==> src/rtl/alu_seq.sv <==
// Registered ALU with valid/ready handshakes on both sides.
// Single-cycle ops 0-6, iterative shift-add unsigned multiply for op 7.
module alu_seq #(
    parameter int WIDTH = 8
) (
    input  logic             clk,
    input  logic             rst_n,
    input  logic             in_valid,
    output logic             in_ready,
    input  logic [2:0]       opcode,
    input  logic [WIDTH-1:0] a,
    input  logic [WIDTH-1:0] b,
    output logic             out_valid,
    input  logic             out_ready,
    output logic [WIDTH-1:0] out,
    output logic             zero,
    output logic             carry,
    output logic             ovf
);
    localparam int SHW = $clog2(WIDTH);

    typedef enum logic [1:0] {S_IDLE, S_BUSY, S_HOLD} state_t;

    state_t               r_state;
    logic [WIDTH-1:0]     r_out;
    logic                 r_zero, r_carry, r_ovf, r_out_valid;
    logic [2*WIDTH-1:0]   r_mcand;
    logic [WIDTH-1:0]     r_mplier;
    logic [2*WIDTH-1:0]   r_acc;
    logic [SHW-1:0]       r_cnt;

    logic [WIDTH:0]       w_sum, w_dif, w_shl;
    logic [SHW-1:0]       w_sh;
    logic [WIDTH-1:0]     w_res;
    logic                 w_c, w_v, w_accept;
    logic [2*WIDTH-1:0]   w_acc_nxt;

    assign in_ready  = (r_state == S_IDLE) || (r_state == S_HOLD && out_ready);
    assign w_accept  = in_valid && in_ready;
    assign out       = r_out;
    assign zero      = r_zero;
    assign carry     = r_carry;
    assign ovf       = r_ovf;
    assign out_valid = r_out_valid;

    // Extra top bit captures carry-out, borrow and the last bit shifted out.
    assign w_sh  = b[SHW-1:0];
    assign w_sum = {1'b0, a} + {1'b0, b};
    assign w_dif = {1'b0, a} - {1'b0, b};
    assign w_shl = {1'b0, a} << w_sh;

    assign w_acc_nxt = r_acc + (r_mplier[0] ? r_mcand : '0);

    always_comb begin
        w_res = '0;
        w_c   = 1'b0;
        w_v   = 1'b0;
        case (opcode)
            3'd0: begin
                w_res = w_sum[WIDTH-1:0];
                w_c   = w_sum[WIDTH];
                w_v   = (a[WIDTH-1] == b[WIDTH-1]) && (w_sum[WIDTH-1] != a[WIDTH-1]);
            end
            3'd1: begin
                w_res = w_dif[WIDTH-1:0];
                w_c   = w_dif[WIDTH];
                w_v   = (a[WIDTH-1] != b[WIDTH-1]) && (w_dif[WIDTH-1] != a[WIDTH-1]);
            end
            3'd2: w_res = a & b;
            3'd3: w_res = a | b;
            3'd4: w_res = ~a;
            3'd5: w_res = a ^ b;
            3'd6: begin
                w_res = w_shl[WIDTH-1:0];
                w_c   = w_shl[WIDTH];
            end
            default: w_res = '0;
        endcase
    end

    always_ff @(posedge clk or negedge rst_n) begin
        if (!rst_n) begin
            r_state     <= S_IDLE;
            r_out       <= '0;
            r_zero      <= 1'b0;
            r_carry     <= 1'b0;
            r_ovf       <= 1'b0;
            r_out_valid <= 1'b0;
            r_mcand     <= '0;
            r_mplier    <= '0;
            r_acc       <= '0;
            r_cnt       <= '0;
        end else begin
            case (r_state)
                S_IDLE, S_HOLD: begin
                    if (w_accept) begin
                        if (opcode == 3'd7) begin
                            r_mcand     <= {{WIDTH{1'b0}}, a};
                            r_mplier    <= b;
                            r_acc       <= '0;
                            r_cnt       <= '0;
                            r_out_valid <= 1'b0;
                            r_state     <= S_BUSY;
                        end else begin
                            r_out       <= w_res;
                            r_zero      <= (w_res == '0);
                            r_carry     <= w_c;
                            r_ovf       <= w_v;
                            r_out_valid <= 1'b1;
                            r_state     <= S_HOLD;
                        end
                    end else if (r_state == S_HOLD && out_ready) begin
                        r_out_valid <= 1'b0;
                        r_state     <= S_IDLE;
                    end
                end
                S_BUSY: begin
                    r_acc    <= w_acc_nxt;
                    r_mcand  <= r_mcand << 1;
                    r_mplier <= r_mplier >> 1;
                    r_cnt    <= r_cnt + 1'b1;
                    // Last step: publish straight from the next-accumulator value.
                    if (r_cnt == SHW'(WIDTH - 1)) begin
                        r_out       <= w_acc_nxt[WIDTH-1:0];
                        r_zero      <= (w_acc_nxt[WIDTH-1:0] == '0);
                        r_carry     <= |w_acc_nxt[2*WIDTH-1:WIDTH];
                        r_ovf       <= 1'b0;
                        r_out_valid <= 1'b1;
                        r_state     <= S_HOLD;
                    end
                end
                default: begin
                    r_out_valid <= 1'b0;
                    r_state     <= S_IDLE;
                end
            endcase
        end
    end
endmodule

==> config.mk <==
export PLATFORM = sky130hd
export DESIGN_NAME = alu_seq
export DESIGN_NICKNAME = d
export VERILOG_FILES = /design/src/rtl/alu_seq.sv
export SDC_FILE = /design/constraint.sdc
export NUM_CORES = 1
export LEC_CHECK = 0
export ABC_CLOCK_PERIOD_IN_PS = 2600
export CAP_MARGIN = 20
export CORE_MARGIN = 2
export CORE_UTILIZATION = 59
export DETAILED_ROUTE_END_ITERATION = 12
export DONT_BUFFER_PORTS = 1
export HOLD_SLACK_MARGIN = 0.1
export PLACE_DENSITY = 0.76
export SLEW_MARGIN = 20
export SYNTH_ARGS = -nofsm -noshare
export SYNTH_HDL_FRONTEND = slang
export SYNTH_SLANG_ARGS = --single-unit
export TNS_END_PERCENT = 10
==> constraint.sdc <==
create_clock -name clk -period 2.6 [get_ports clk]
set_input_delay 0.39 -clock clk [delete_from_list [all_inputs] [get_ports clk]]
set_output_delay 0.39 -clock clk [all_outputs]
set_load 0.005 [all_outputs]
==> summary.txt, run 1 <==
Outcome
  – Status: finished, violations left
  – Violations in the final reports: setup timing

Critical path
  – Worst-path fanout max: 4
  – Worst Path Required: 2780 ps
  – Worst path max stage delay: 410 ps
  – Crit path kind: flip-flop to flip-flop
  – Worst-path cell chain: and2_1, ha_2, fa_2, a21o_1, a221oi_4, o41ai_2, a21oi_2, xnor2_1, and4_1, and4_1, a41oi_2
  – CP Capture Type: flip-flop
  – Crit path max-delay family: compound AO/OA/AOI/OAI gates
  – CP arrival: 2940 ps
  – Slowest cell on the critical path: dfrtp_1
  – Worst path bufs/invs: 0
  – Startpoint types: flip-flop
  – Cell mode on critical path: and4_1

Synth
  – Post-synthesis mux area share: 6.25%
  – Complex-gate fraction of the synthesized area: 25.2%
  – Seq/Total Area, Yosys: 30.2%
  – Number of synthesized flops with an enable pin: 0
  – Post-Syn Instances: 552
  – Yosys reg bits: 56
  – Synth unique cells: 65
  – Largest family of logic cells by synthesized area: compound AO/OA/AOI/OAI gates
  – Synth Flop Type: dfrtp_1
  – Ys async rst share: 100%
  – Post-Synth Simple-Gate Area: 17.0%
  – Syn Std Cell Area: 4640 sq um
  – YS warnings: 0
  – Post-Synthesis Net Count: 620
  – Post-synthesis area per instance: 8.41 sq um
  – Post-synthesis xor/xnor area fraction: 3.58%
  – Synth Area in Adders: 12.6%

Global routing
  – Initial antenna violation count: 0
  – Vias in the first global route: 4240
  – Global route overflow: 0
  – First-pass GRT wire length: 20.4 mm
  – Total track usage: 29.3%
  – Largest net degree at the start of global routing: 57

Place
  – Placed cell areas: 5010 sq um
  – RD Place Congestion: 0.933
  – Post-detail-place hpwl: 8.97 mm
  – I/O Buffers: 0
  – Post-place setup slack: -194 ps

Clock tree
  – Root Driver: clkbuf_8
  – CTS HTree Levels: 2
  – CTS tree: built
  – CTS Buf Count: 5
  – Clock Sinks: 56
  – Clock latency on the worst-skew pair: 310 ps
  – CTS clk-pin slew, worst paths: 110 ps
  – Clock tree buffer depth: 2

Final layout
  – Final Util: 69.0%
  – Finished Cell Area: 5310 sq um
  – Layout Area Growth over Synthesis: 14.3%
  – Total Nets Final: 652
  – Share of cells above drive strength 1: 15.7%
  – Most common cell after layout, fill and taps aside: nand2_1
  – Most frequent cells in the layout: nand2_1 (93), dfrtp_1 (56), o21ai_0 (54), buf_4 (48), ha_1 (40)
  – Antenna diodes: 0

Drt
  – Routed vias: 4258
  – WL final: 12.4 mm
  – 1st-iter DRT viols: 275
  – Vias/cell: 6.20
  – WL per Instance: 18.0 um
  – Pre-antenna DRT Iters: 7
  – Post-DRT Antenna Nets: 0
  – DRC violations left: 0

Die
  – Die ar.: 8590 sq um
  – Core area: 7690 sq um
  – Chip width: 92.7 um
  – Initial core utilization: 60.4%
  – # rows: 32
  – Ports: 36
  – Chip Height: 92.7 um

STA
  – Final Cycle Share: 106%
  – Post-layout minimum cycle time: 2750 ps
  – RSZ-0062 raised after global routing: yes
  – Worst-Margin Slew: 593 ps
  – Fmax: 363 MHz
  – Fin Setup TNS: -539 ps
  – Final hold viol count: 0
  – Clock skew: 12.4 ps
  – Setup violations, final: 6
  – Post-route setup slack: -154 ps
  – Rel. slew slack: 60.3%
  – Final slew viol count: 0

Pwr
  – Max IR drop VDD: 0.000500 V
  – Leakage: 0.00244 uW
  – PD cells: 805 nW/um^2

Run
  – Maximum capacitance violations: 0

Hold path
  – Hold WC Path Type: primary input to flip-flop
==> area by class of cell <==
class	count	area, sq um
inverter	30	113
timing repair buffer	54	452
sequential	56	1400
multi-input combinational	437	3130
fill	622	2380
clock inverter	3	18.8
clock buffer	5	68.8
tap	102	128
==> Yosys cell counts, types with 2 or more instances <==
library cell / instances / area share (%)
a21oi_1: 23 / 2.5
o22ai_1: 16 / 2.2
nand2b_1: 8 / 1.1
mux2_2: 2 / 0.49
a41oi_1: 3 / 0.57
ha_1: 42 / 11
buf_2: 7 / 0.75
a2111oi_0: 2 / 0.38
o31ai_1: 2 / 0.32
o21bai_1: 6 / 0.97
o21ba_2: 2 / 0.43
a22o_1: 2 / 0.38
fa_1: 3 / 1.3
o211ai_1: 6 / 0.97
nor3_1: 14 / 1.5
inv_1: 29 / 2.3
o21a_1: 3 / 0.49
dfrtp_1: 56 / 30
a22oi_1: 2 / 0.32
and2_1: 16 / 2.2
a221oi_1: 5 / 0.94
nand3_1: 7 / 0.75
a221o_1: 2 / 0.43
o41ai_1: 2 / 0.38
o21ai_0: 55 / 5.9
nor3b_1: 2 / 0.32
a211oi_1: 6 / 0.97
nor2b_1: 4 / 0.54
a211o_1: 5 / 0.94
xnor2_1: 11 / 2.1
a21boi_0: 2 / 0.32
nand2_1: 93 / 7.5
buf_1: 2 / 0.16
a21o_1: 12 / 1.9
a31oi_1: 2 / 0.27
nor2_1: 21 / 1.7
clkbuf_1: 18 / 1.5
and4_1: 2 / 0.38
xor2_1: 8 / 1.5
o221ai_1: 2 / 0.38
mux2i_1: 23 / 5.0
==> final timing paths <==
kind / from / end / depth (start not counted) / slack (ps)
worst max-delay path: r_mplier[0] / carry / 11 / -150
worst min-delay path: opcode[1] / ovf / 1 / 180
worst max register to register: r_mplier[0] / carry / 11 / -150
worst min register to register: r_mplier[4] / r_mplier[3] / 2 / 490
max in group asynchronous: rst_n / r_mcand[12] / 2 / 1770
min in group asynchronous: rst_n / r_cnt[2] / 2 / 590
==> per-layer routing <==
layer | global-route usage [%] | vias to the layer above | share of wire (%)
met5 | 0 | - | 0
met4 | 6.50 | 0 | 1.1
met3 | 5.86 | 13 | 8.0
met2 | 46.0 | 161 | 46
met1 | 42.1 | 2048 | 45
li1 | - | 2036 | -
==> timing repair <==
item | 4_1_cts | 5_1_grt
gates cloned | 0 | 0
endpoints found under the hold margin | 56 | 0
hold buffers | 2 | 0
buffers inserted | 7 | 1
setup endpoints to repair | 5 | 9
pin swaps | 15 | 9
gates resized for setup | 8 | 12
==> metrics by stage <==
| step | hold WS [ps] | power [uW] | instances |
|---|---|---|---|
| floorplan | 94.4 | 2770 | 552 |
| detailed placement | 96.2 | 3500 | 669 |
| finish | 177 | 4270 | 687 |
| global route | 175 | 4590 | 687 |
| global placement | 96.2 | 3430 | 669 |
| CTS | 171 | 4140 | 686 |
==> sequential cells by signal (all words and copies together) (netlist names) <==
register	flops
r_mplier	8
r_acc	16
ovf	1
r_mcand	16
r_cnt	3
r_state	2
out	8
carry	1
zero	1
==> kinds of logic after synthesis <==
logic type | count (synthesis)
AOI/OAI and AO/OA | 173
xor gates and xnor gates | 19
adders and majority gates | 45
buffers and inverters | 59
DFF | 56
muxes | 27
and+or+nand+nor | 173
==> power by group <==
part | internal, uW | switching [uW] | total [uW]
Combinational | 1100 | 1200 | 2300
Clock | 189 | 296 | 485
Sequential | 1220 | 266 | 1480
Note: power is estimated with default switching activity, not from simulation.
==> run 2: changes to the inputs <==
--- a/config.mk
+++ b/config.mk
@@ -5,14 +5,14 @@
 export SDC_FILE = /design/constraint.sdc
 export NUM_CORES = 1
 export LEC_CHECK = 0
-export ABC_CLOCK_PERIOD_IN_PS = 2600
+export ABC_CLOCK_PERIOD_IN_PS = 2820
 export CAP_MARGIN = 20
 export CORE_MARGIN = 2
-export CORE_UTILIZATION = 59
+export CORE_UTILIZATION = 65
 export DETAILED_ROUTE_END_ITERATION = 12
 export DONT_BUFFER_PORTS = 1
 export HOLD_SLACK_MARGIN = 0.1
-export PLACE_DENSITY = 0.76
+export PLACE_DENSITY = 0.79
 export SLEW_MARGIN = 20
 export SYNTH_ARGS = -nofsm -noshare
 export SYNTH_HDL_FRONTEND = slang
==> constraint.sdc (replaced) <==
create_clock -name clk -period 2.82 [get_ports clk]
set_input_delay 0.423 -clock clk [delete_from_list [all_inputs] [get_ports clk]]
set_output_delay 0.423 -clock clk [all_outputs]
set_load 0.005 [all_outputs]
==> run 2 against run 1 <==
The run still ends with setup timing left. Core utilization grew 6.5 points. Clock skew hardly changed. Via count decreased by 2.9%.
==> summary.txt, run 2 (synthesis gave the netlist of run 1 again) <==
Critical path
  – R2R Path Start: r_mplier[0]
  – FF-to-FF path depth: 10
  – Reg2reg end: carry
  – Worst Path Required: 3050 ps
  – Worst-path fanout max: 10
  – Startpoint types: flip-flop
  – R2r setup slk: -50 ps
  – Crit path kind: flip-flop to flip-flop
  – CP Capture Type: flip-flop
  – CP arrival: 3100 ps

Clock tree
  – Root Driver: clkbuf_8
  – CTS HTree Levels: 2
  – Clock tree buffer depth: 2
  – CTS Buf Count: 5
  – CTS tree: built
  – Clock Sinks: 56
  – CTS clk-pin slew, worst paths: 110 ps
  – Clock latency on the worst-skew pair: 310 ps

STA
  – Final Cycle Share: 102%
  – Final slew viol count: 0
  – Clock skew: 12.2 ps
  – Worst-Margin Slew: 627 ps
  – Rel. slew slack: 58.0%
  – RSZ-0062 raised after global routing: yes
  – Fmax: 349 MHz
  – Setup violations, final: 1
  – Final hold viol count: 0
  – Post-layout minimum cycle time: 2870 ps
  – Post-route setup slack: -45.3 ps

Final layout
  – Antenna diodes: 0
  – Layout Area Growth over Synthesis: 11.8%
  – Top flop regs: r_acc: 16 flops, r_mcand: 16 flops
  – Most frequent cells in the layout: nand2_1 (93), dfrtp_1 (56), o21ai_0 (55), ha_1 (38), inv_1 (29)
  – Finished Cell Area: 5190 sq um
  – Total Nets Final: 630
  – Most common cell after layout, fill and taps aside: nand2_1
  – Share of cells above drive strength 1: 13.2%

Run
  – Maximum capacitance violations: 0

Global routing
  – Vias in the first global route: 3929
  – Largest net degree at the start of global routing: 57
  – First-pass GRT wire length: 18.3 mm
  – Global route overflow: 0
  – Initial antenna violation count: 0
  – Total track usage: 29.7%

Hold path
  – Hold path endpoint: ovf
  – Min-Delay Startpoint: opcode[2]
  – Hold Crit Depth: 1
  – Hold WC Path Type: primary input to flip-flop

Place
  – Placed cell areas: 4780 sq um
  – Post-place setup slack: -168 ps
  – I/O Buffers: 0
  – Post-detail-place hpwl: 8.16 mm
  – RD Place Congestion: 0.958

Drt
  – Post-DRT Antenna Nets: 0
  – Vias/cell: 6.28
  – WL final: 11.7 mm
  – Pre-antenna DRT Iters: 5
  – Routed vias: 4135
  – DRC violations left: 0
  – WL per Instance: 17.8 um
  – 1st-iter DRT viols: 346

Pwr
  – PD cells: 728 nW/um^2
  – Max IR drop VDD: 0.000515 V
  – Leakage: 0.00233 uW

Die
  – Chip width: 88.5 um
  – # rows: 30
  – Core area: 6870 sq um
  – Initial core utilization: 67.6%
  – Chip Height: 88.5 um
  – Die ar.: 7830 sq um
  – Ports: 36

Outcome
  – Status: finished, violations left
  – Violations in the final reports: setup timing
==> run 2: layout make-up <==
class	count	area, sq um
Clock buffer	5	68.8
Tap cell	96	120
Sequential cell	56	1400
Timing Repair Buffer	32	279
Inverter	30	113
Multi-Input combinational cell	437	3190
Clock inverter	2	12.5
Fill cell	508	1680
==> run 2: metal layers <==
metal	wire, um	track usage (%)	vias up
li1	-	-	1983
met1	5050	39.2	1979
met2	5760	50.2	153
met3	654	4.01	20
met4	248	10.6	0
met5	0	0	-
==> run 2: worst max-delay path by stage <==
stage                     cells after the start         from    end
after floorplan                              12  r_mplier[0]  carry
after global placement                       11  r_mplier[0]  carry
after detailed placement                     11  r_mplier[0]  carry
after CTS                                    11  r_mplier[0]  carry
after global routing                         11  r_mplier[0]  carry
final                                        10  r_mplier[0]  carry
==> run 2: critical path, stage by stage, from the launching register on <==
cell and delay [ps]:
dfrtp_1 450, buf_6 160, buf_4 150, and2_1 140
ha_1 360, a21o_1 190, a211o_1 360, a211o_1 320
a211o_1 300, and4_1 220, a41oi_2 120
==> run 2: per-stage QoR <==
stage / TNS, ps / power [uW] / std cells / util (%) / hold slack (ps)
floorplan: -33.6 / 2540 / 552 / - / 127
global placement: -61.4 / 2860 / 634 / 69.5 / 129
detailed placement: -305 / 2920 / 634 / 69.5 / 129
CTS: 0 / 3560 / 648 / 73.4 / 196
global route: -249 / 4050 / 658 / 75.5 / 190
finish: -45.3 / 3780 / 658 / 75.5 / 198
==> run 2: where the power goes <==
group          leakage, uW  internal (uW)  switching (uW)  total, uW
Sequential        0.000721           1120             247       1370
Clock            0.0000400            170             273        443
Combinational      0.00157            898            1070       1970
==> run 2: timing repair <==
| action | 4_1_cts | 5_1_grt |
|---|---|---|
| setup endpoints to repair | 3 | 4 |
| pin swaps | 14 | 19 |
| buffers inserted | 5 | 10 |
| cloned | 0 | 0 |
| resized for setup | 16 | 12 |
| endpoints found under the hold margin | 56 | 0 |
| hold buffers | 2 | 0 |
==> run 3: changes to the inputs <==
--- a/config.mk
+++ b/config.mk
@@ -5,14 +5,14 @@
 export SDC_FILE = /design/constraint.sdc
 export NUM_CORES = 1
 export LEC_CHECK = 0
-export ABC_CLOCK_PERIOD_IN_PS = 2820
+export ABC_CLOCK_PERIOD_IN_PS = 3400
 export CAP_MARGIN = 20
 export CORE_MARGIN = 2
-export CORE_UTILIZATION = 65
+export CORE_UTILIZATION = 70
 export DETAILED_ROUTE_END_ITERATION = 12
 export DONT_BUFFER_PORTS = 1
 export HOLD_SLACK_MARGIN = 0.1
-export PLACE_DENSITY = 0.79
+export PLACE_DENSITY = 0.84
 export SLEW_MARGIN = 20
 export SYNTH_ARGS = -nofsm -noshare
 export SYNTH_HDL_FRONTEND = slang
==> constraint.sdc (replaced) <==
create_clock -name clk -period 3.4 [get_ports clk]
set_input_delay 0.51 -clock clk [delete_from_list [all_inputs] [get_ports clk]]
set_output_delay 0.51 -clock clk [all_outputs]
set_load 0.005 [all_outputs]
==> run 3 against run 2 <==
Cell area shrank 7.8%. Register-to-register slack improved by 340 ps. Critical path depth grew 1. Cell count down 6.7%. Largest cell class unchanged. Sequential power down 17%. The flow now finishes without violations. Critical endpoint unchanged. Core utilization decreased by 0.62 points. Wire length decreased by 6.9%. Die area down 6.8%. Worst setup slack better by 340 ps.
==> summary.txt, run 3 (synthesis gave the netlist of run 1 again) <==
Final layout
  – Layout Area Growth over Synthesis: 3.05%
  – Most frequent cells in the layout: nand2_1 (93), dfrtp_1 (56), o21ai_0 (55), ha_1 (42), inv_1 (29)
  – Top flop regs: r_acc: 16 flops, r_mcand: 16 flops
  – FILL cells: 496
  – Register area: 1400 sq um
  – Most common cell after layout, fill and taps aside: nand2_1
  – Antenna diodes: 0
  – Area occupied by multi-input gates: 3020 sq um
  – Share of cells above drive strength 1: 4.84%
  – Total Nets Final: 604

STA
  – Post-route setup slack: 295 ps
  – Post-layout minimum cycle time: 3100 ps
  – Final Cycle Share: 91.3%
  – Clock skew: 6.77 ps
  – Worst-Margin Slew: 629 ps
  – Final hold viol count: 0
  – Fmax: 322 MHz
  – Final slew viol count: 0
  – Setup violations, final: 0
  – RSZ-0062 raised after global routing: no
  – Fin Setup TNS: 0 ps
  – Rel. slew slack: 57.8%

Clock tree
  – # hold bufs at CTS: 2
  – CTS HTree Levels: 2
  – CTS Buf Count: 5
  – Clock Sinks: 56
  – Post-CTS Resized: 0
  – CTS tree: built
  – Post-CTS Setup Inserts: 0
  – Clock tree buffer depth: 2
  – Root Driver: clkbuf_8
  – CTS clk-pin slew, worst paths: 100 ps
  – Clock latency on the worst-skew pair: 300 ps

Die
  – # rows: 29
  – Ports: 36
  – Chip Height: 85.4 um
  – Die ar.: 7300 sq um
  – Chip width: 85.4 um
  – Core area: 6390 sq um
  – Initial core utilization: 72.7%

Drt
  – DRC violations left: 0
  – WL final: 10.9 mm
  – Post-DRT Antenna Nets: 0
  – Pre-antenna DRT Iters: 5
  – Routed vias: 4025
  – WL per Instance: 17.8 um
  – 1st-iter DRT viols: 300
  – Vias/cell: 6.56

Critical path
  – Worst-path fanout max: 17
  – R2r setup slk: 300 ps
  – CP Capture Type: flip-flop
  – Worst path max stage delay: 530 ps
  – Startpoint types: flip-flop
  – Crit path kind: flip-flop to flip-flop
  – Worst path bufs/invs: 0
  – Crit path max-delay family: compound AO/OA/AOI/OAI gates
  – FF-to-FF path depth: 11
  – CP arrival: 3280 ps
  – Reg2reg end: carry
  – Worst-path cell chain: and2_1, ha_1, fa_1, a21o_1, a221oi_2, o41ai_1, a21oi_2, xnor2_1, and4_1, and4_1, a41oi_1
  – R2R Path Start: r_mplier[0]
  – Worst Path Required: 3580 ps
  – Cell mode on critical path: and4_1
  – Slowest cell on the critical path: dfrtp_1

Pwr
  – Int Pwr: 1610 uW
  – Comb power frac: 46.3%
  – Max IR drop VDD: 0.000479 V
  – PD cells: 585 nW/um^2
  – Clock power share: 13.0%
  – P_sw: 1180 uW
  – Switching share of total power: 42.3%
  – Flop pwr share: 40.6%
  – Leakage: 0.00218 uW

Global routing
  – First-pass GRT wire length: 18.1 mm
  – Total track usage: 30.6%
  – Global route overflow: 0
  – Initial antenna violation count: 0
  – Largest net degree at the start of global routing: 57
  – Vias in the first global route: 3751

Place
  – Post-place setup slack: 324 ps
  – Post-detail-place hpwl: 8.24 mm
  – RD Place Congestion: 0.956
  – I/O Buffers: 0

Hold path
  – Hold Crit Depth: 1
  – Hold WC Path Type: primary input to flip-flop
  – Min-Delay Startpoint: opcode[1]
  – Hold path endpoint: ovf

Run
  – Maximum capacitance violations: 0

Outcome
  – Status: finished, final reports clean
==> run 3: cell count changes in the layout (fill, tap and decap cells not counted), sizes merged <==
cell and change:
buf -26, clkbuf +1
==> run 3: worst max-delay path by stage <==
stage	slack, ps	from	end	cells after the start
after CTS	300	r_mplier[0]	carry	11
final	300	r_mplier[0]	carry	11
after global routing	110	r_mplier[0]	carry	11
after global placement	430	r_mplier[0]	carry	11
after floorplan	400	b[1]	out[7]	11
after detailed placement	320	r_mplier[0]	carry	11
==> run 3: final cells by class <==
type | instances | share of cell area, %
Sequential cell | 56 | 29.3
Timing Repair Buffer | 6 | 1.41
Multi-Input combinational cell | 437 | 63.1
Tap cell | 77 | 2.01
Inverter | 30 | 2.35
Clock buffer | 6 | 1.52
Clock inverter | 2 | 0.340
==> run 3: stage by stage <==
stage / std cells / instance area, sq um / total power [uW] / hold slack [ps] / util [%]
floorplan: 552 / 4640 / 2110 / 214 / -
finish: 614 / 4780 / 2800 / 297 / 74.9
CTS: 614 / 4780 / 2790 / 297 / 74.9
detailed placement: 604 / 4660 / 2410 / 216 / 72.9
global placement: 604 / 4660 / 2360 / 215 / 72.9
global route: 614 / 4780 / 3020 / 297 / 74.9
==> run 3: power by group through the flow <==
| stage | registers (uW) | logic [uW] | clock network, uW |
|---|---|---|---|
| 2_1_floorplan | 1080 | 1030 | 0 |
| 3_3_place_gp | 1140 | 1220 | 0 |
| 3_5_place_dp | 1150 | 1260 | 0 |
| 4_1_cts | 1140 | 1280 | 374 |
| 5_1_grt | 1170 | 1450 | 396 |
| 6_report | 1140 | 1300 | 364 |
==> run 3: metal layers <==
layer  vias up  wire [um]  share of wire [%]  global-route usage (%)
met2       147       5050                 46                    49.7
met3        17        714                6.5                    4.09
met4         0        156                1.4                    5.92
met1      1926       4990                 46                    44.1
met5         -          0                  0                       0
li1       1935          -                  -                       -
